`src/rtl/recoded_f32_to_f64_arbiter.sv`:
```
// ---------------------------------------------------------------------------
// recoded_f32_to_f64_arbiter
//
// Purpose:
//   Shares one recoded single -> recoded double conversion datapath among
//   NUM_REQ requesters. A round-robin arbiter feeds a two-stage registered
//   pipeline (S1 holds the operand, S2 holds the converted result). Each
//   response carries its requester index and the request's opaque tag.
//   Exception flags of every delivered response are accumulated into a
//   sticky status register.
//
// Ports:
//   clk           in  1                 single clock, rising edge
//   reset_n       in  1                 synchronous active-low reset
//   req_valid     in  NUM_REQ           per-requester request valid
//   req_ready     out NUM_REQ           per-requester accept (one-hot or 0)
//   req_data      in  NUM_REQ*33        recoded f32 operands, req i at [33i +: 33]
//   req_tag       in  NUM_REQ*TAG_BITS  per-requester tags, same packing
//   resp_valid    out 1                 response valid
//   resp_ready    in  1                 consumer accept
//   resp_data     out 65                recoded f64 result
//   resp_flags    out 5                 {invalid, divByZero, overflow, underflow, inexact}
//   resp_id       out ID_BITS           originating requester index
//   resp_tag      out TAG_BITS          originating request tag
//   flags_sticky  out 5                 OR of delivered resp_flags since reset/clear
//   flags_clear   in  1                 clear sticky flags
// ---------------------------------------------------------------------------
module recoded_f32_to_f64_arbiter #(
    parameter int NUM_REQ  = 4,
    parameter int TAG_BITS = 4,
    parameter int ID_BITS  = 2
) (
    input  logic                         clk,
    input  logic                         reset_n,
    input  logic [NUM_REQ-1:0]           req_valid,
    output logic [NUM_REQ-1:0]           req_ready,
    input  logic [NUM_REQ*33-1:0]        req_data,
    input  logic [NUM_REQ*TAG_BITS-1:0]  req_tag,
    output logic                         resp_valid,
    input  logic                         resp_ready,
    output logic [64:0]                  resp_data,
    output logic [4:0]                   resp_flags,
    output logic [ID_BITS-1:0]           resp_id,
    output logic [TAG_BITS-1:0]          resp_tag,
    output logic [4:0]                   flags_sticky,
    input  logic                         flags_clear
);

    // Round-robin pointer: the requester searched first this cycle.
    logic [ID_BITS-1:0]  rr;

    // Arbiter result.
    logic                grant_found;
    logic [ID_BITS-1:0]  grant_idx;
    logic                accept;
    logic [ID_BITS-1:0]  rr_next;

    // Stage 1: operand waiting for conversion.
    logic                s1_valid;
    logic [32:0]         s1_operand;
    logic [TAG_BITS-1:0] s1_tag;
    logic [ID_BITS-1:0]  s1_id;

    // Stage 2: converted result, drives the response port directly.
    logic                s2_valid;
    logic [64:0]         s2_data;
    logic [4:0]          s2_flags;
    logic [TAG_BITS-1:0] s2_tag;
    logic [ID_BITS-1:0]  s2_id;

    // Pipeline advance conditions.
    logic                s2_adv;
    logic                s1_adv;

    // Conversion datapath signals.
    logic [2:0]          conv_code;
    logic                conv_snan;
    logic [11:0]         conv_exp;
    logic [64:0]         conv_data;
    logic [4:0]          conv_flags;

    // A stage may accept new content when it is empty or when its content
    // is leaving this cycle. S1 can only drain into S2, so S1 advancing
    // depends on S2 advancing.
    always_comb begin
        s2_adv = ~s2_valid | resp_ready;
        s1_adv = ~s1_valid | s2_adv;
    end

    // Round-robin search: start at rr and walk upward modulo NUM_REQ; the
    // first requester with valid set wins. Only the first hit is kept, so
    // later candidates in the walk cannot override it.
    always_comb begin
        logic [ID_BITS-1:0] cand;
        grant_found = 1'b0;
        grant_idx   = '0;
        cand        = '0;
        for (int k = 0; k < NUM_REQ; k++) begin
            cand = ID_BITS'((int'(rr) + k) % NUM_REQ);
            if (!grant_found && req_valid[cand]) begin
                grant_found = 1'b1;
                grant_idx   = cand;
            end
        end
    end

    // An accept happens when a requester is granted and S1 can take it.
    // req_ready is forced low while reset is asserted so no requester
    // believes it was accepted by a pipeline that is being flushed.
    // The pointer moves one past the accepted requester, wrapping at the
    // last index so non-power-of-two NUM_REQ stays in range.
    always_comb begin
        accept    = grant_found & s1_adv;
        req_ready = '0;
        if (accept && reset_n) begin
            req_ready = NUM_REQ'(1) << grant_idx;
        end
        if (int'(grant_idx) == NUM_REQ - 1) begin
            rr_next = '0;
        end else begin
            rr_next = grant_idx + 1'b1;
        end
    end

    // Arbitration pointer register. Only an actual accept moves it, so a
    // stalled pipeline keeps offering the same requester.
    always_ff @(posedge clk) begin
        if (!reset_n) begin
            rr <= '0;
        end else if (accept) begin
            rr <= rr_next;
        end
    end

    // Stage 1 register. When S1 advances it either captures the granted
    // request or becomes empty; when it cannot advance it holds.
    always_ff @(posedge clk) begin
        if (!reset_n) begin
            s1_valid   <= 1'b0;
            s1_operand <= '0;
            s1_tag     <= '0;
            s1_id      <= '0;
        end else if (s1_adv) begin
            s1_valid <= grant_found;
            if (grant_found) begin
                s1_operand <= req_data[int'(grant_idx)*33 +: 33];
                s1_tag     <= req_tag[int'(grant_idx)*TAG_BITS +: TAG_BITS];
                s1_id      <= grant_idx;
            end
        end
    end

    // Recoded single -> recoded double conversion. The top three exponent
    // bits form a class code: zero, normal/subnormal ranges (rebiased by
    // prefixing 0111 or 1000), infinity and NaN. A NaN with the quiet bit
    // clear is signalling: it is quieted on output and raises invalid.
    // The 23-bit fraction is left-aligned into the 52-bit fraction field.
    always_comb begin
        conv_code = s1_operand[31:29];
        conv_snan = (conv_code == 3'b111) & ~s1_operand[22];
        conv_exp  = 12'h000;
        case (conv_code)
            3'b000:                 conv_exp = 12'h000;
            3'b001, 3'b010, 3'b011: conv_exp = {4'b0111, s1_operand[30:23]};
            3'b100, 3'b101:         conv_exp = {4'b1000, s1_operand[30:23]};
            3'b110:                 conv_exp = 12'hC00;
            default:                conv_exp = 12'hE00;
        endcase
        conv_data  = {s1_operand[32], conv_exp,
                      s1_operand[22] | conv_snan, s1_operand[21:0], 29'b0};
        conv_flags = {conv_snan, 4'b0000};
    end

    // Stage 2 register. The payload is only rewritten when S1 hands over a
    // real entry, so resp_* stay put while S2 is empty and while it waits
    // for resp_ready.
    always_ff @(posedge clk) begin
        if (!reset_n) begin
            s2_valid <= 1'b0;
            s2_data  <= '0;
            s2_flags <= '0;
            s2_tag   <= '0;
            s2_id    <= '0;
        end else if (s2_adv) begin
            s2_valid <= s1_valid;
            if (s1_valid) begin
                s2_data  <= conv_data;
                s2_flags <= conv_flags;
                s2_tag   <= s1_tag;
                s2_id    <= s1_id;
            end
        end
    end

    // Sticky exception flags. Clearing and accumulation happen in the same
    // expression so a flag delivered during the clear cycle is not lost.
    always_ff @(posedge clk) begin
        if (!reset_n) begin
            flags_sticky <= '0;
        end else begin
            flags_sticky <= (flags_clear ? 5'b00000 : flags_sticky)
                          | ((s2_valid && resp_ready) ? s2_flags : 5'b00000);
        end
    end

    // The response port is S2 itself.
    always_comb begin
        resp_valid = s2_valid;
        resp_data  = s2_data;
        resp_flags = s2_flags;
        resp_tag   = s2_tag;
        resp_id    = s2_id;
    end

endmodule

```
`config.mk`:
```
export PLATFORM = sky130hd
export DESIGN_NAME = recoded_f32_to_f64_arbiter
export DESIGN_NICKNAME = d
export VERILOG_FILES = /design/src/rtl/recoded_f32_to_f64_arbiter.sv
export SDC_FILE = /design/constraint.sdc
export NUM_CORES = 1
export LEC_CHECK = 0
export ABC_AREA = 0
export CAP_MARGIN = 20
export CORE_MARGIN = 4
export CORE_UTILIZATION = 30
export DETAILED_ROUTE_END_ITERATION = 10
export SLEW_MARGIN = 10
export SYNTH_ARGS = -nofsm -noshare
export SYNTH_HDL_FRONTEND = slang
export SYNTH_SLANG_ARGS = --single-unit
```
`constraint.sdc`:
```
create_clock -name clk -period 9.4 [get_ports clk]
set_input_delay 2.82 -clock clk [delete_from_list [all_inputs] [get_ports clk]]
set_output_delay 2.82 -clock clk [all_outputs]
set_load 0.01 [all_outputs]
```
==> impl_metrics.csv <==
group,metric,value,unit
floorplan,rows,48,
layout,n_fill_cell,1716,
grt,grtUsageMet1,0.2184,
yosys,area_share_of_fa_ha_maj_cells_after_synthesis,0.002385,
yosys,synth-compound-area-share,0.1452,
route,via_per_inst,5.057,
yosys,synth_ff_type,"dfxtp_1",
floorplan,die_w,140.2,um
power_and_ir_drop,pwr_density_cell,157.5,nW/um^2
sta,rsz0062_at_grt,"false",
route,postRouteWirelength,17.29,mm
sta,timing.final.hold_violations,0,
clock_network,cts_tree,"done",
worst_setup_path,crit_arrival,5.40,ns
clock_network,worstSkewPairLatency,0.34,ns
power_and_ir_drop,peak_ir_drop_on_the_vdd_network,0.07968,mV
layout,nNetsFinal,906,
worst_setup_path,startpoint_type,"primary input",
clock_network,cts_setup_buffers,0,
clock_network,cts_buffers,9,
route,route.detailed.wl_per_inst,17.66,um
clock_network,tritoncts_num_sinks,87,
grt,gr_overflow_total,0,
floorplan,dieHeight,140.2,um
worst_setup_path,critical_path.startpoint,"req_valid[2]",
route,detailedRoute.firstIterationViolations,294,
sta,final-setup-viol-count,0,
grt,gr-max-usage-layer,"met2",
grt,use_met2,0.2855,
power_and_ir_drop,post-layout-total-power,1175,uW
sta,finalWorstPathRequiredPeriod,8.223,ns
grt,grt_start_max_net_pins,76,
yosys,synth.area.mux_share,0.07441,
yosys,flip_flop_and_latch_count_after_synthesis,87,
grt,first_global_vias,4959,
yosys,synthDistinctLibCells,41,
power_and_ir_drop,total_leakage_power,0.002666,uW
yosys,syn_avg_cell_area,8.907,sq um
yosys,synth-xor-area-share,0,
grt,antenna_found_initial,0,
route,ant_nets,0,
placement,numPortBuffers,204,
layout,syn_to_final_growth,42.26,%
sta,max_slew.worst_pin.slew,0.9520,ns
layout,layout-drive-gt1-share,0.09151,
run,max-cap-violations,0,
yosys,async_reset_ff_frac,0,
run_status,outcome,"finished clean",
worst_setup_path,timing.critical_path.to_type,"primary output",
floorplan,design.core.area,17240,sq um
sta,final_max_slew_viol_count,0,
clock_network,cts-root-to-sink-buffers,2,
clock_network,cts_root_buf,"clkbuf_16",
clock_network,ctsHtreeMaxLevel,3,
grt,groute.usage.overall,0.1700,
worst_hold_path,path_class_of_the_lowest_slack_min_delay_path,"register to register",
clock_network,ctsHoldBuffers,0,
floorplan,i_o_pins,242,
route,drc_errors,0,
placement,gp_congestion,0.7959,
layout,ff_latch_area,1742,sq um
floorplan,die_area,19670,sq um
worst_setup_path,timing.setup.critical_path_class,"primary input to primary output",
yosys,synth.yosys.seq_area_share,0.3320,
clock_network,clkTransAtPathRegs,0.06,ns
route,drt-pass1-iter-count,5,
yosys,post_synth_edffs,0,
worst_setup_path,worst_r2r_start,"rr[1]",
yosys,ys.warnings.count,0,
sta,fmax,0.1216,GHz
yosys,synth_simple_gate_area_frac,0.3224,
clock_network,post_cts_sizing,0,
sta,final.setup_skew,0.007181,ns
sta,final.period_utilization,0.8748,
yosys,synth_top_family_by_area,"simple AND/OR/NAND/NOR gates",
layout,multi_input_comb_area,3023,sq um
yosys,synthesis.area,5246,sq um
grt,use_met3,0.03756,
grt,first_pass_grt_wire_length,26.85,mm
yosys,synthCells,589,
placement,dp.final_hpwl,12.36,mm
worst_setup_path,worst_ep_required_time,6.58,ns
layout,n_antenna_cell,0,
worst_hold_path,hold_path.startpoint,"resp_data[39]",
worst_setup_path,critical_path.max_fanout,22,
sta,tns,0,ns
sta,max_slew_margin,0.3640,
route,vias_after_detailed_routing,4951,
floorplan,initial_standard_cell_utilization_of_the_core,0.3044,
worst max-delay path: stages:
cell and delay (ns):
clkdlybuf4s50_1 0.61, nor2b_1 0.25, a311oi_4 0.07, or2_2 0.55, buf_4 0.31, nor3_1 0.20, clkdlybuf4s50_1 0.58
final timing paths:
path                         to  depth (start not counted)  slack (ns)
setup / recovery   req_ready[2]                          7        1.18
setup reg to reg  s1_operand[0]                          7        6.39
hold reg to reg   resp_data[39]                          2        0.46
hold / removal    resp_data[39]                          2        0.46
power breakdown:
group | internal [uW] | switching, uW | leakage, uW
logic | 178 | 210 | 0.00181
registers | 425 | 36.5 | 0.000715
clock network | 178 | 149 | 0.000136
total | 781 | 395 | 0.00267
per-stage QoR:
stage | utilization | setup WS [ns] | hold WS [ns] | instance area (sq um) | cells
6_report | 0.4330 | 1.177 | 0.4613 | 7463 | 979
5_1_grt | 0.4330 | 1.033 | 0.4821 | 7463 | 979
4_1_cts | 0.4314 | 1.159 | 0.4648 | 7436 | 978
3_5_place_dp | 0.4159 | 1.167 | 0.4522 | 7169 | 962
3_3_place_gp | 0.4159 | 1.237 | 0.4509 | 7169 | 962
2_1_floorplan | - | 2.526 | 0.4363 | 5381 | 625
Yosys cell counts, drive strengths merged, types with 2 or more instances:
library cell / count / area (sq um)
nor3: 5 / 25.02
nand2: 72 / 272.8
dfxtp: 87 / 1742
a21oi: 5 / 25.02
inv: 6 / 22.52
o21ai: 4 / 20.01
or2: 3 / 18.77
and2: 5 / 31.28
nor2: 3 / 11.26
a22oi: 6 / 45.04
a31oi: 2 / 27.53
buf: 71 / 509.3
clkbuf: 29 / 108.9
nor4b: 74 / 648.1
mux2i: 39 / 390.4
nand2b: 4 / 25.02
nand3b: 2 / 15.01
a21boi: 36 / 270.3
a32oi: 37 / 324.1
nor2b: 9 / 56.30
nand3: 79 / 563.1
final cells by class:
type                       count  share of cell area
timing repair buffer         213              0.2847
sequential                    87              0.2334
inverter                       7            0.003521
tap                          225             0.03772
multi-input combinational    431              0.4050
clock buffer                  10             0.03068
clock inverter                 6            0.005029
registers in the layout, indices dropped and copies added (netlist names):
| signal | cells |
|---|---|
| s1_tag | 4 |
| resp_id | 2 |
| rr | 2 |
| s1_valid | 1 |
| s1_operand | 33 |
| flags_sticky | 1 |
| resp_valid | 1 |
| resp_tag | 4 |
| resp_data | 36 |
| resp_flags | 1 |
| s1_id | 2 |
cell usage in the layout (no fill, tap or decap), types with 2 or more instances in the layout:
| master | count |
|---|---|
| a21oi_1 | 4 |
| nor2b_1 | 9 |
| o21ai_0 | 3 |
| mux2i_1 | 39 |
| and2_1 | 3 |
| and2_2 | 2 |
| clkbuf_16 | 9 |
| nor4b_1 | 74 |
| nand2_1 | 70 |
| inv_2 | 2 |
| or2_1 | 2 |
| a32oi_1 | 37 |
| clkinv_2 | 4 |
| a21boi_0 | 36 |
| inv_1 | 5 |
| nand3_2 | 31 |
| buf_4 | 8 |
| nand2b_1 | 4 |
| nor2_1 | 3 |
| dfxtp_1 | 87 |
| clkinv_4 | 2 |
| a22oi_1 | 6 |
| nand2_2 | 2 |
| nor3_1 | 5 |
| nand3b_1 | 2 |
| nand3_1 | 47 |
| conb_1 | 37 |
| clkdlybuf4s50_1 | 203 |
metal layers:
layer,part of all wire,wire length (um),vias to the layer above
li1,-,-,2422
met1,0.44,7610,2360
met2,0.49,8425,154
met3,0.059,1023,15
met4,0.013,233,0
met5,0,0,-
cells by family after synthesis:
kind of cell    after synthesis
compound gates               95
fa+ha+maj                     1
buf+inv                     107
flops                        87
mux                          39
other cells                   1
simple gates                259
(Power assumes the default switching activity.)
